## src/rtl/imm_ext_pkg.sv

```systemverilog
// Shared definitions for the immediate-generation pipeline.
// Contents: ext_op width, the eight extension-mode codes, and the packed
// {imm, tgt} pipeline entry (sized for the widest legal datapath, 64 bits).
package imm_ext_pkg;

  localparam int EXT_OP_W = 3;
  localparam int MAX_W    = 64;

  typedef enum logic [EXT_OP_W-1:0] {
    EXT_ZERO     = 3'd0,
    EXT_SIGNED   = 3'd1,
    EXT_HIGHPOS  = 3'd2,
    EXT_UNSIGNED = 3'd3,
    EXT_SHAMT    = 3'd4,
    EXT_BRANCH   = 3'd5,
    EXT_JUMP     = 3'd6,
    EXT_ILLEGAL  = 3'd7
  } ext_op_e;

  // Bits above DATA_W are always zero; they are trimmed away at the outputs.
  typedef struct packed {
    logic [MAX_W-1:0] imm;
    logic [MAX_W-1:0] tgt;
  } ent_t;

  function automatic logic [MAX_W-1:0] sext16(input logic [15:0] v);
    return {{(MAX_W-16){v[15]}}, v};
  endfunction

endpackage

```

## src/rtl/imm_ext_if.sv

```systemverilog
// Handshake and data bundle between the decode stage and imm_ext_pipe.
// master: the surrounding pipeline (drives inputs, consumes results).
// slave : the immediate unit itself.
interface imm_ext_if #(
  parameter int DATA_W = 32
);
  import imm_ext_pkg::*;

  logic                flush;
  logic                in_valid;
  logic                in_ready;
  logic [25:0]         imm_in;
  logic [EXT_OP_W-1:0] ext_op;
  logic [DATA_W-1:0]   pc_plus4;
  logic                out_valid;
  logic                out_ready;
  logic [DATA_W-1:0]   imm_out;
  logic [DATA_W-1:0]   tgt_out;
  logic                err_illegal;

  modport master (
    output flush, in_valid, imm_in, ext_op, pc_plus4, out_ready,
    input  in_ready, out_valid, imm_out, tgt_out, err_illegal
  );

  modport slave (
    input  flush, in_valid, imm_in, ext_op, pc_plus4, out_ready,
    output in_ready, out_valid, imm_out, tgt_out, err_illegal
  );

endinterface

```

## src/rtl/imm_ext_comb.sv

```systemverilog
// Combinational mode decode, immediate extension and branch/jump target.
// Ports: imm_in_i/ext_op_i/pc_plus4_i in; ent_o {imm,tgt} and illegal_o out.
// Target logic is built only when IMM_EXT_TARGET_EN is defined.
module imm_ext_comb
  import imm_ext_pkg::*;
#(
  parameter int DATA_W = 32
) (
  input  logic [25:0]         imm_in_i,
  input  logic [EXT_OP_W-1:0] ext_op_i,
  input  logic [DATA_W-1:0]   pc_plus4_i,
  output ent_t                ent_o,
  output logic                illegal_o
);

  logic [15:0]      imm16;
  logic [MAX_W-1:0] s64, z64, pc64, imm64, tgt64;

  assign imm16 = imm_in_i[15:0];
  assign s64   = sext16(imm16);
  assign z64   = {{(MAX_W-16){1'b0}}, imm16};
  assign pc64  = MAX_W'(pc_plus4_i);

  // Everything is formed at 64 bits; low-order results are identical for a
  // 32-bit datapath, so truncation to DATA_W gives the mod-2^DATA_W answer.
  always_comb begin
    imm64     = '0;
    tgt64     = '0;
    illegal_o = 1'b0;
    case (ext_op_e'(ext_op_i))
      EXT_ZERO, EXT_UNSIGNED: imm64 = z64;
      EXT_SIGNED:             imm64 = s64;
      // Bit 31 is imm16[15], so the upper word is its sign extension.
      EXT_HIGHPOS:            imm64 = {{32{imm16[15]}}, imm16, 16'h0000};
      EXT_SHAMT:              imm64 = {59'd0, imm_in_i[10:6]};
      EXT_BRANCH: begin
        imm64 = s64;
`ifdef IMM_EXT_TARGET_EN
        tgt64 = pc64 + (s64 << 2);
`endif
      end
      EXT_JUMP: begin
`ifdef IMM_EXT_TARGET_EN
        imm64 = {38'd0, imm_in_i};
        tgt64 = {pc64[MAX_W-1:28], imm_in_i, 2'b00};
`else
        imm64 = z64;
`endif
      end
      default:                illegal_o = 1'b1;
    endcase
  end

  always_comb begin
    ent_o                 = '0;
    ent_o.imm[DATA_W-1:0] = imm64[DATA_W-1:0];
    ent_o.tgt[DATA_W-1:0] = tgt64[DATA_W-1:0];
  end

  // Upper bits (32-bit build) and the PC/jump field (no-target build) are
  // legitimately unread.
  logic unused_comb;
  assign unused_comb = ^{imm64, tgt64, pc64, imm_in_i};

endmodule

```

## src/rtl/imm_ext_pipe.sv

```systemverilog
// DEPTH-stage registered immediate generator for the ID->EX path.
// Ports: clk, rst_n (sync, active low), bus (imm_ext_if.slave).
// Latency DEPTH cycles; all stages stall together when output is held.
// Optional branch/jump target build: IMM_EXT_TARGET_EN.
module imm_ext_pipe
  import imm_ext_pkg::*;
#(
  parameter int DATA_W = 32,
  parameter int DEPTH  = 1
) (
  input  logic         clk,
  input  logic         rst_n,
  imm_ext_if.slave     bus
);

  ent_t             new_ent;
  logic             new_illegal;
  logic             adv;
  logic [DEPTH-1:0] valid_q, valid_d;
  ent_t             ent_q [DEPTH];
  ent_t             ent_d [DEPTH];
  logic             err_q, err_d;

  imm_ext_comb #(.DATA_W(DATA_W)) u_comb (
    .imm_in_i   (bus.imm_in),
    .ext_op_i   (bus.ext_op),
    .pc_plus4_i (bus.pc_plus4),
    .ent_o      (new_ent),
    .illegal_o  (new_illegal)
  );

  assign adv          = bus.out_ready | ~valid_q[DEPTH-1];
  // Held entries are discarded by reset, so the unit is ready while in reset.
  assign bus.in_ready = adv | ~rst_n;

  always_comb begin
    valid_d = valid_q;
    err_d   = err_q;
    for (int i = 0; i < DEPTH; i++) ent_d[i] = ent_q[i];
    if (bus.flush) begin
      valid_d = '0;
    end else if (adv) begin
      valid_d[0] = bus.in_valid;
      ent_d[0]   = new_ent;
      for (int i = 1; i < DEPTH; i++) begin
        valid_d[i] = valid_q[i-1];
        ent_d[i]   = ent_q[i-1];
      end
      if (bus.in_valid && new_illegal) err_d = 1'b1;
    end
  end

  always_ff @(posedge clk) begin
    if (!rst_n) begin
      valid_q <= '0;
      err_q   <= 1'b0;
      for (int i = 0; i < DEPTH; i++) ent_q[i] <= '0;
    end else begin
      valid_q <= valid_d;
      err_q   <= err_d;
      for (int i = 0; i < DEPTH; i++) ent_q[i] <= ent_d[i];
    end
  end

  assign bus.out_valid   = valid_q[DEPTH-1];
  assign bus.imm_out     = ent_q[DEPTH-1].imm[DATA_W-1:0];
  assign bus.tgt_out     = ent_q[DEPTH-1].tgt[DATA_W-1:0];
  assign bus.err_illegal = err_q;

  logic unused_top;
  assign unused_top = ^ent_q[DEPTH-1];

endmodule

```

## src/flat_wrapper.sv

```systemverilog
// flat-port wrapper written by rule: the top's interface ports become plain ports
module imm_ext_pipe_flat import imm_ext_pkg::*;
#(
  parameter int DATA_W = 32,
  parameter int DEPTH  = 1
)
  (clk, rst_n, bus_flush, bus_in_valid, bus_imm_in, bus_ext_op, bus_pc_plus4, bus_out_ready, bus_in_ready, bus_out_valid, bus_imm_out, bus_tgt_out, bus_err_illegal);
  imm_ext_if #(.DATA_W(DATA_W)) bus_i ();
  input  logic clk;
  input  logic rst_n;
  input wire logic [$bits(bus_i.flush)-1:0] bus_flush;
  input wire logic [$bits(bus_i.in_valid)-1:0] bus_in_valid;
  input wire logic [$bits(bus_i.imm_in)-1:0] bus_imm_in;
  input wire logic [$bits(bus_i.ext_op)-1:0] bus_ext_op;
  input wire logic [$bits(bus_i.pc_plus4)-1:0] bus_pc_plus4;
  input wire logic [$bits(bus_i.out_ready)-1:0] bus_out_ready;
  output wire logic [$bits(bus_i.in_ready)-1:0] bus_in_ready;
  output wire logic [$bits(bus_i.out_valid)-1:0] bus_out_valid;
  output wire logic [$bits(bus_i.imm_out)-1:0] bus_imm_out;
  output wire logic [$bits(bus_i.tgt_out)-1:0] bus_tgt_out;
  output wire logic [$bits(bus_i.err_illegal)-1:0] bus_err_illegal;
  assign bus_i.flush = bus_flush;
  assign bus_i.in_valid = bus_in_valid;
  assign bus_i.imm_in = bus_imm_in;
  assign bus_i.ext_op = bus_ext_op;
  assign bus_i.pc_plus4 = bus_pc_plus4;
  assign bus_i.out_ready = bus_out_ready;
  assign bus_in_ready = bus_i.in_ready;
  assign bus_out_valid = bus_i.out_valid;
  assign bus_imm_out = bus_i.imm_out;
  assign bus_tgt_out = bus_i.tgt_out;
  assign bus_err_illegal = bus_i.err_illegal;
  imm_ext_pipe #(.DATA_W(DATA_W), .DEPTH(DEPTH)) u_core (.clk(clk), .rst_n(rst_n), .bus(bus_i));
endmodule
```

## config.mk

```make
export PLATFORM = sky130hd
export DESIGN_NAME = imm_ext_pipe_flat
export DESIGN_NICKNAME = d
export VERILOG_FILES = /design/src/rtl/imm_ext_pkg.sv /design/src/rtl/imm_ext_if.sv /design/src/rtl/imm_ext_comb.sv /design/src/rtl/imm_ext_pipe.sv /design/src/flat_wrapper.sv
export SDC_FILE = /design/constraint.sdc
export NUM_CORES = 1
export LEC_CHECK = 0
export CAP_MARGIN = 30
export CORE_UTILIZATION = 35
export CTS_BUF_LIST = sky130_fd_sc_hd__clkbuf_4
export DETAILED_ROUTE_END_ITERATION = 8
export PLACE_DENSITY = 0.9
export REMOVE_ABC_BUFFERS = 1
export SLEW_MARGIN = 10
export SYNTH_ARGS = -nofsm -noshare
export SYNTH_HDL_FRONTEND = slang
export SYNTH_SLANG_ARGS = --single-unit
```

## constraint.sdc

```tcl
create_clock -name clk -period 3.13 [get_ports clk]
set_input_delay 0.7825 -clock clk [delete_from_list [all_inputs] [get_ports clk]]
set_output_delay 0.7825 -clock clk [all_outputs]
set_load 0.03 [all_outputs]
```

======== After elaboration in Yosys (flattened, before gate mapping) ========
Memory sizes are Yosys's and may differ from the RTL's.
Cells that the tools add are included.
cells by class
  eq/ne operators ......................... 6
  multiplexer cells ....................... 8
  bitwise gates (word level) .............. 5
  reduce and logical (&&, ||, !) cells .... 8
operator list
  cell                                                 number
  two-way mux 128 bit                                  3
  one-hot mux 32 bit (4 select lines)                  1
  OR reduction 128 bit                                 1
  equality test 3 bit, second input constant           3
  OR reduction 7 bit                                   1
  equality test 3 x 2 -> 1 bit, second input constant  2
  two-way mux 1 bit                                    4
  OR reduction 2 bit                                   2
  equality test 3 x 1 -> 1 bit, second input constant  1
  logical NOT 3 bit                                    1
  NOT 1 bit                                            3
  AND reduction 3 bit                                  1
  OR reduction 3 bit                                   1
  OR 1 bit                                             2
  logical AND 1 bit                                    1
word-level totals
  register bits after elaboration ......... 2
  memory bits (writable) .................. 128
  input port bits ......................... 66
  word-level logic and storage cells ...... 30
  memories kept ........................... 1
memories
  memory        words  bits a word  rd ports  clocked after memory_dff  wr ports  RTL line            source
  u_core.ent_q  1      128          1         0                         1         imm_ext_pipe.sv:20  ent_t ent_q [DEPTH];

======== Longest topological paths before layout ========
Gate-level depths: netlist of run 1.
  word-level depth ........................ 6
  depth in mapped cells ................... 6

======== Modules after synthesis ========
From an unflattened synthesis of run 1, not the netlist that was laid out.
unflattened totals
  cells, all modules ...................... 427
  area, all modules ....................... 3727.3 µm²
by module, submodules not included
  module        times used  cells an instance  area each (µm²)  seq. area each (µm²)
  imm_ext_pipe  1           287                2646.3           1321.3
  imm_ext_comb  1           140                1081.0           0.0

======== Least setup slack after synthesis of run 1 ========
OpenSTA, ideal clock, no wires.
  kind .................................... input to output
  start ................................... input port bus_out_ready
  end ..................................... output port bus_in_ready
  arrival ................................. 1346 ps
  data required time ...................... 2348 ps
  setup slack ............................. 1002 ps
  stages on the path ...................... 3
  path through ............................ nor2b_1 > buf_2 > nand2_1
between the ends
  cells in the longest elaborated chain, start to end .. 2
ends and longest elaborated chain
  what                RTL line            source
  start: declaration  flat_wrapper.sv:16  input wire logic [$bits(bus_i.out_ready)-1:0] bus_out_ready;
  OR 1 bit            imm_ext_pipe.sv:32  assign adv = bus.out_ready | ~valid_q[DEPTH-1];
  OR 1 bit            imm_ext_pipe.sv:34  assign bus.in_ready = adv | ~rst_n;
  end: declaration    flat_wrapper.sv:17  output wire logic [$bits(bus_i.in_ready)-1:0] bus_in_ready;
No other way between the ends.

======== Final worst setup path of run 1 ========
Ends and elaborated chain as after synthesis.

==> flow_metrics.tcl, run 1 <==
set metrics [dict create \
    yosysSeqAreaShare 0.440 \
    cts_tree "yes" \
    worst-slew-pin-transition_ps 900 \
    numCtsBuffers 5 \
    io_pins 133 \
    period_needed_ps 2800 \
    cts_sinks 34 \
    synth_edf_count 0 \
    syn_area_mm2 0.00155 \
    fin_cells 290 \
    cts_max_path_buffers 2 \
    viasPerCell 4.73 \
    hold_viol 0 \
    cts_setup_buffers 0 \
    wl_mm 3.81 \
    cp-start-kind "input port" \
    slowest_stage "clkdlybuf4s50_1" \
    worstPathRequired_ps 2350 \
    vias 1373 \
    insertedDiodeCount 0 \
    worstSetupPathType "in2out" \
    placed_cell_area_mm2 0.00207 \
    fill_cells 402 \
    cp_top_family "buffers and inverters" \
    die_area_mm2 0.00469 \
    synthCells 177 \
    pwr-share-comb 0.250 \
    leakagePower_nw 0.811 \
    clkTransAtPathRegs_ps 100 \
    p_sw_w 0.000312 \
    power_density_mw_per_mm2 441 \
    ys_warn_count 0 \
    antenna_found_initial 0 \
    layout.cells.most_common "clkdlybuf4s50_1" \
    swShare 0.334 \
    finalSetupTns_ps 0 \
    avgSynthCellArea_um2 8.74 \
    start_util 0.376 \
    clkLatencyLatePin_ps 340 \
    drcViolationCount 0 \
    slew_headroom 0.398 \
    max_freq_mhz 357 \
    ant_nets 0 \
    synth-seq-cells 34 \
    hp-class "reg2reg" \
    pwr-share-seq 0.497 \
    grt_max_degree 17 \
    drt_first_iter_violations 77 \
    core_area_mm2 0.00412 \
    max_cap_viol_count 0 \
    place.gp.congestion 0.781 \
    die_w_um 68.5 \
    cts_hold_buf 0 \
    place_inst 282 \
    rsz0062_at_grt "false" \
    pwr-share-clk 0.253 \
    cp_slowest_stage_delay_ps 590 \
    status "finished, final reports clean" \
    critical_path_buf_inv_count 2 \
    layout_common_cells "58 x clkdlybuf4s50_1, 37 x nand2_1, 34 x dfxtp_1, 32 x conb_1, 16 x a22o_1" \
    cts_max_level 2 \
    numPortBuffers 58 \
    clock_skew_ps 12.6 \
    internal-power_w 0.000623 \
    clock-root-buffer "clkbuf_4" \
    grt_overflow 0 \
    drv_slew 0 \
    crit_top_cell "clkdlybuf4s50_1" \
    fp-row-count 23 \
    area_delta_synth_final_pct 37.2 \
    cts_resized 0 \
    worst_setup_path_end_kind "output pin" \
    postSynth.topFlopCell "dfxtp_1" \
    drive_above_1_share 0.0750 \
    period_share 0.896 \
    ys_types 27 \
    cp_data_arrival_time_ps 2020 \
    wl_per_cell_um 13.1 \
    worstPathMaxFanout 2 \
    die_h_um 68.5 \
    ir_worst_vdd_mv 0.234 \
    synthArstFlopShare 0 \
    firstDrtPassIters 4 \
    grt_pass1_wl_mm 5.87 \
    grt_pass1_vias 1251 \
    dpl.hpwl_mm 2.76 \
    final_nets 305 \
    path_cells "clkdlybuf4s50_1 > nor2b_1 > nand2_1 > clkdlybuf4s50_1" \
    grtUsageTotal 0.176 \
    setup_violations 0 \
    fin_area_mm2 0.00212 \
]
==> per-stage QoR <==
step                setup WS (ps)   util  hold WS (ps)  total power (W)
floorplan                     760      -           585         0.000608
global placement              336  0.501           446         0.000703
detailed placement            319  0.503           454         0.000708
CTS                           319  0.516           478         0.000941
global route                  222  0.516           486         0.000979
finish                        326  0.516           472         0.000936
==> area by class of cell <==
type / count / area (µm²) / share of cell area
multi-input combinational: 132 / 689 / 0.325
sequential: 34 / 681 / 0.321
timing repair buffer: 65 / 633 / 0.298
tap: 50 / 62.6 / 0.0295
clock buffer: 5 / 37.5 / 0.0177
clock inverter: 3 / 16.3 / 0.00766
inverter: 1 / 3.75 / 0.00177
==> sequential cells by signal, summed over array words and instances (netlist names) <==
register,count
u_core.ent_q,32
u_core.bus.err_illegal,1
u_core.bus.out_valid,1
==> worst register-to-register path: cells and delay by family (launching register included) <==
kind	cells	cell delay [ps]
and+or+nand+nor	3	970
buffers and inverters	1	210
AOI/OAI and AO/OA	1	240
DFF	1	340
==> Yosys cell counts (all sizes together), types with 2 or more instances <==
cell	n	area share
a22o	16	0.091
a31oi	15	0.061
buf	40	0.19
dfxtp	34	0.44
nand2	37	0.090
nand3	3	0.0097
nor2	5	0.012
nor3	2	0.017
o21ai	11	0.036
==> final timing paths <==
path                                          to  slack (ps)                           startpoint  cells past startpoint
max reg2reg     u_core.ent_q[0][75]$_SDFFE_PN0P_        1330    u_core.bus.out_valid$_SDFFE_PP0N_                      5
min          u_core.bus.err_illegal$_SDFFE_PN0P_         470  u_core.bus.err_illegal$_SDFFE_PN0P_                      1
min reg2reg  u_core.bus.err_illegal$_SDFFE_PN0P_         470  u_core.bus.err_illegal$_SDFFE_PN0P_                      1
max                                 bus_in_ready         330                        bus_out_ready                      4
==> cells by family (layout without fill, tap and decap cells) <==
group,after synthesis,count (layout),share of synthesized area
flops,34,34,0.440
xor+xnor,1,1,0.00566
compound gates,44,44,0.195
simple gates,55,55,0.167
buf+inv,42,74,0.190
other cells,1,32,0.00242
==> power by group through the flow <==
| stage | combinational (W) | sequential [W] | clock (W) |
|---|---|---|---|
| floorplan | 0.0000934 | 0.000514 | 0 |
| global placement | 0.000230 | 0.000474 | 0 |
| detailed placement | 0.000233 | 0.000475 | 0 |
| CTS | 0.000234 | 0.000465 | 0.000242 |
| global route | 0.000249 | 0.000467 | 0.000262 |
| finish | 0.000234 | 0.000465 | 0.000237 |
==> routing by layer <==
| metal | share of wire | track usage |
|---|---|---|
| met5 | 0 | 0 |
| met4 | 0.014 | 0.0781 |
| met2 | 0.49 | 0.317 |
| met3 | 0.077 | 0.0510 |
| met1 | 0.42 | 0.189 |
Power figures use the tool's default switching activity.
==> run 2: changes to the inputs <==
--- a/config.mk
+++ b/config.mk
@@ -6,10 +6,13 @@
 export NUM_CORES = 1
 export LEC_CHECK = 0
 export CAP_MARGIN = 30
-export CORE_UTILIZATION = 35
+export CELL_PAD_IN_SITES_DETAIL_PLACEMENT = 1
+export CELL_PAD_IN_SITES_GLOBAL_PLACEMENT = 2
+export CORE_UTILIZATION = 17
 export CTS_BUF_LIST = sky130_fd_sc_hd__clkbuf_4
 export DETAILED_ROUTE_END_ITERATION = 8
-export PLACE_DENSITY = 0.9
+export HOLD_SLACK_MARGIN = 0.03
+export PLACE_DENSITY = 0.87
 export REMOVE_ABC_BUFFERS = 1
 export SLEW_MARGIN = 10
 export SYNTH_ARGS = -nofsm -noshare
==> flow_metrics.tcl, run 2 (synthesis results as in run 1) <==
set metrics [dict create \
    max_cap_viol_count 0 \
    hold_ws_ps 475 \
    fp-row-count 34 \
    internal-power_w 0.000634 \
    layout_common_cells "58 x clkdlybuf4s50_1, 37 x nand2_1, 34 x dfxtp_1, 32 x conb_1, 16 x a22o_1" \
    grtUsageTotal 0.104 \
    largest_register_ffs 32 \
    status "finished, final reports clean" \
    worstPathRequired_ps 2350 \
    viasPerCell 4.02 \
    grt_pass1_wl_mm 7.67 \
    power.total_w 0.000950 \
    fin_cells 349 \
    drt_first_iter_violations 20 \
    max_freq_mhz 358 \
    worstSetupPathType "in2out" \
    numCtsBuffers 5 \
    period_share 0.892 \
    area_delta_synth_final_pct 42.4 \
    drv_slew 0 \
    start_util 0.177 \
    clock_skew_ps 3.75 \
    insertedDiodeCount 0 \
    place.gp.congestion 0.729 \
    pwr-share-clk 0.258 \
    cts_max_path_buffers 2 \
    die_area_mm2 0.00949 \
    power_density_mw_per_mm2 431 \
    rrSetupSlack_ps 1330 \
    grt_overflow 0 \
    drive_above_1_share 0.0788 \
    cts_setup_buffers 0 \
    worst_setup_path_end_kind "output pin" \
    wl_per_cell_um 13.8 \
    cts_tree "yes" \
    drcViolationCount 0 \
    layout.cells.most_common "clkdlybuf4s50_1" \
    wl_mm 4.82 \
    pwr-share-comb 0.253 \
    cp-start-kind "input port" \
    worstPathMaxFanout 2 \
    vias 1404 \
    dpl.hpwl_mm 3.67 \
    clock-root-buffer "clkbuf_4" \
    period_needed_ps 2790 \
    cts_resized 0 \
    clkTransAtPathRegs_ps 110 \
    hold_viol 0 \
    die_w_um 97.4 \
    ant_nets 0 \
    top_register "u_core.ent_q" \
    cts_sinks 34 \
    clkLatencyLatePin_ps 330 \
    setup_violations 0 \
    firstDrtPassIters 4 \
    grt_max_degree 17 \
    slew_headroom 0.537 \
    ir_worst_vdd_mv 0.155 \
    io_pins 133 \
    hp-class "reg2reg" \
    worst-slew-pin-transition_ps 693 \
    grt_pass1_vias 1419 \
    pwr-share-seq 0.489 \
    core_area_mm2 0.00876 \
    final_nets 306 \
    cts_hold_buf 0 \
    antenna_found_initial 0 \
    cts_max_level 2 \
    cp_data_arrival_time_ps 2010 \
    numPortBuffers 58 \
    rsz0062_at_grt "false" \
    swShare 0.333 \
    die_h_um 97.4 \
    place_inst 340 \
    leakagePower_nw 0.821 \
    finalSetupTns_ps 0 \
    p_sw_w 0.000316 \
]
-- run 2: final cells by class --
cell class	count	area (µm²)
Tap cell	108	135
Fill cell	1052	6560
Clock inverter	2	8.76
Sequential cell	34	681
Multi-Input combinational cell	132	689
Inverter	1	3.75
Clock buffer	6	45.0
Timing Repair Buffer	66	641
-- run 2: worst max-delay path, stage by stage --
cell	delay (ps)
clkdlybuf4s50_1	450
nor2b_1	50
nand2_1	60
clkdlybuf4s50_1	660
-- run 2: power by group through the flow --
| stage | registers [W] | logic, W | clock network [W] |
|---|---|---|---|
| after floorplan | 0.000514 | 0.0000934 | 0 |
| after global routing | 0.000468 | 0.000254 | 0.000283 |
| after detailed placement | 0.000475 | 0.000241 | 0 |
| after CTS | 0.000465 | 0.000242 | 0.000263 |
| final | 0.000465 | 0.000240 | 0.000245 |
| after global placement | 0.000474 | 0.000237 | 0 |
-- run 2: worst paths after layout --
| check | start | to | depth (start not counted) |
|---|---|---|---|
| hold / removal | u_core.bus.err_illegal$_SDFFE_PN0P_ | u_core.bus.err_illegal$_SDFFE_PN0P_ | 1 |
| hold reg to reg | u_core.bus.err_illegal$_SDFFE_PN0P_ | u_core.bus.err_illegal$_SDFFE_PN0P_ | 1 |
| setup / recovery | bus_out_ready | bus_in_ready | 4 |
| setup reg to reg | u_core.bus.out_valid$_SDFFE_PP0N_ | u_core.ent_q[0][80]$_SDFFE_PN0P_ | 6 |
-- run 2: through the flow --
step | worst slack (ps) | cell area, µm² | util
2_1_floorplan | 760 | 1370 | -
6_report | 338 | 2200 | 0.251
4_1_cts | 326 | 2200 | 0.251
3_3_place_gp | 328 | 2140 | 0.244
5_1_grt | 307 | 2200 | 0.251
3_5_place_dp | 326 | 2140 | 0.244
-- run 2: metal layers --
layer	share of wire	vias to the layer above	GRT usage
met3	0.055	2	0.0309
met5	0	-	0
li1	-	670	-
met2	0.50	49	0.182
met4	0.0019	0	0.0204
met1	0.44	683	0.125
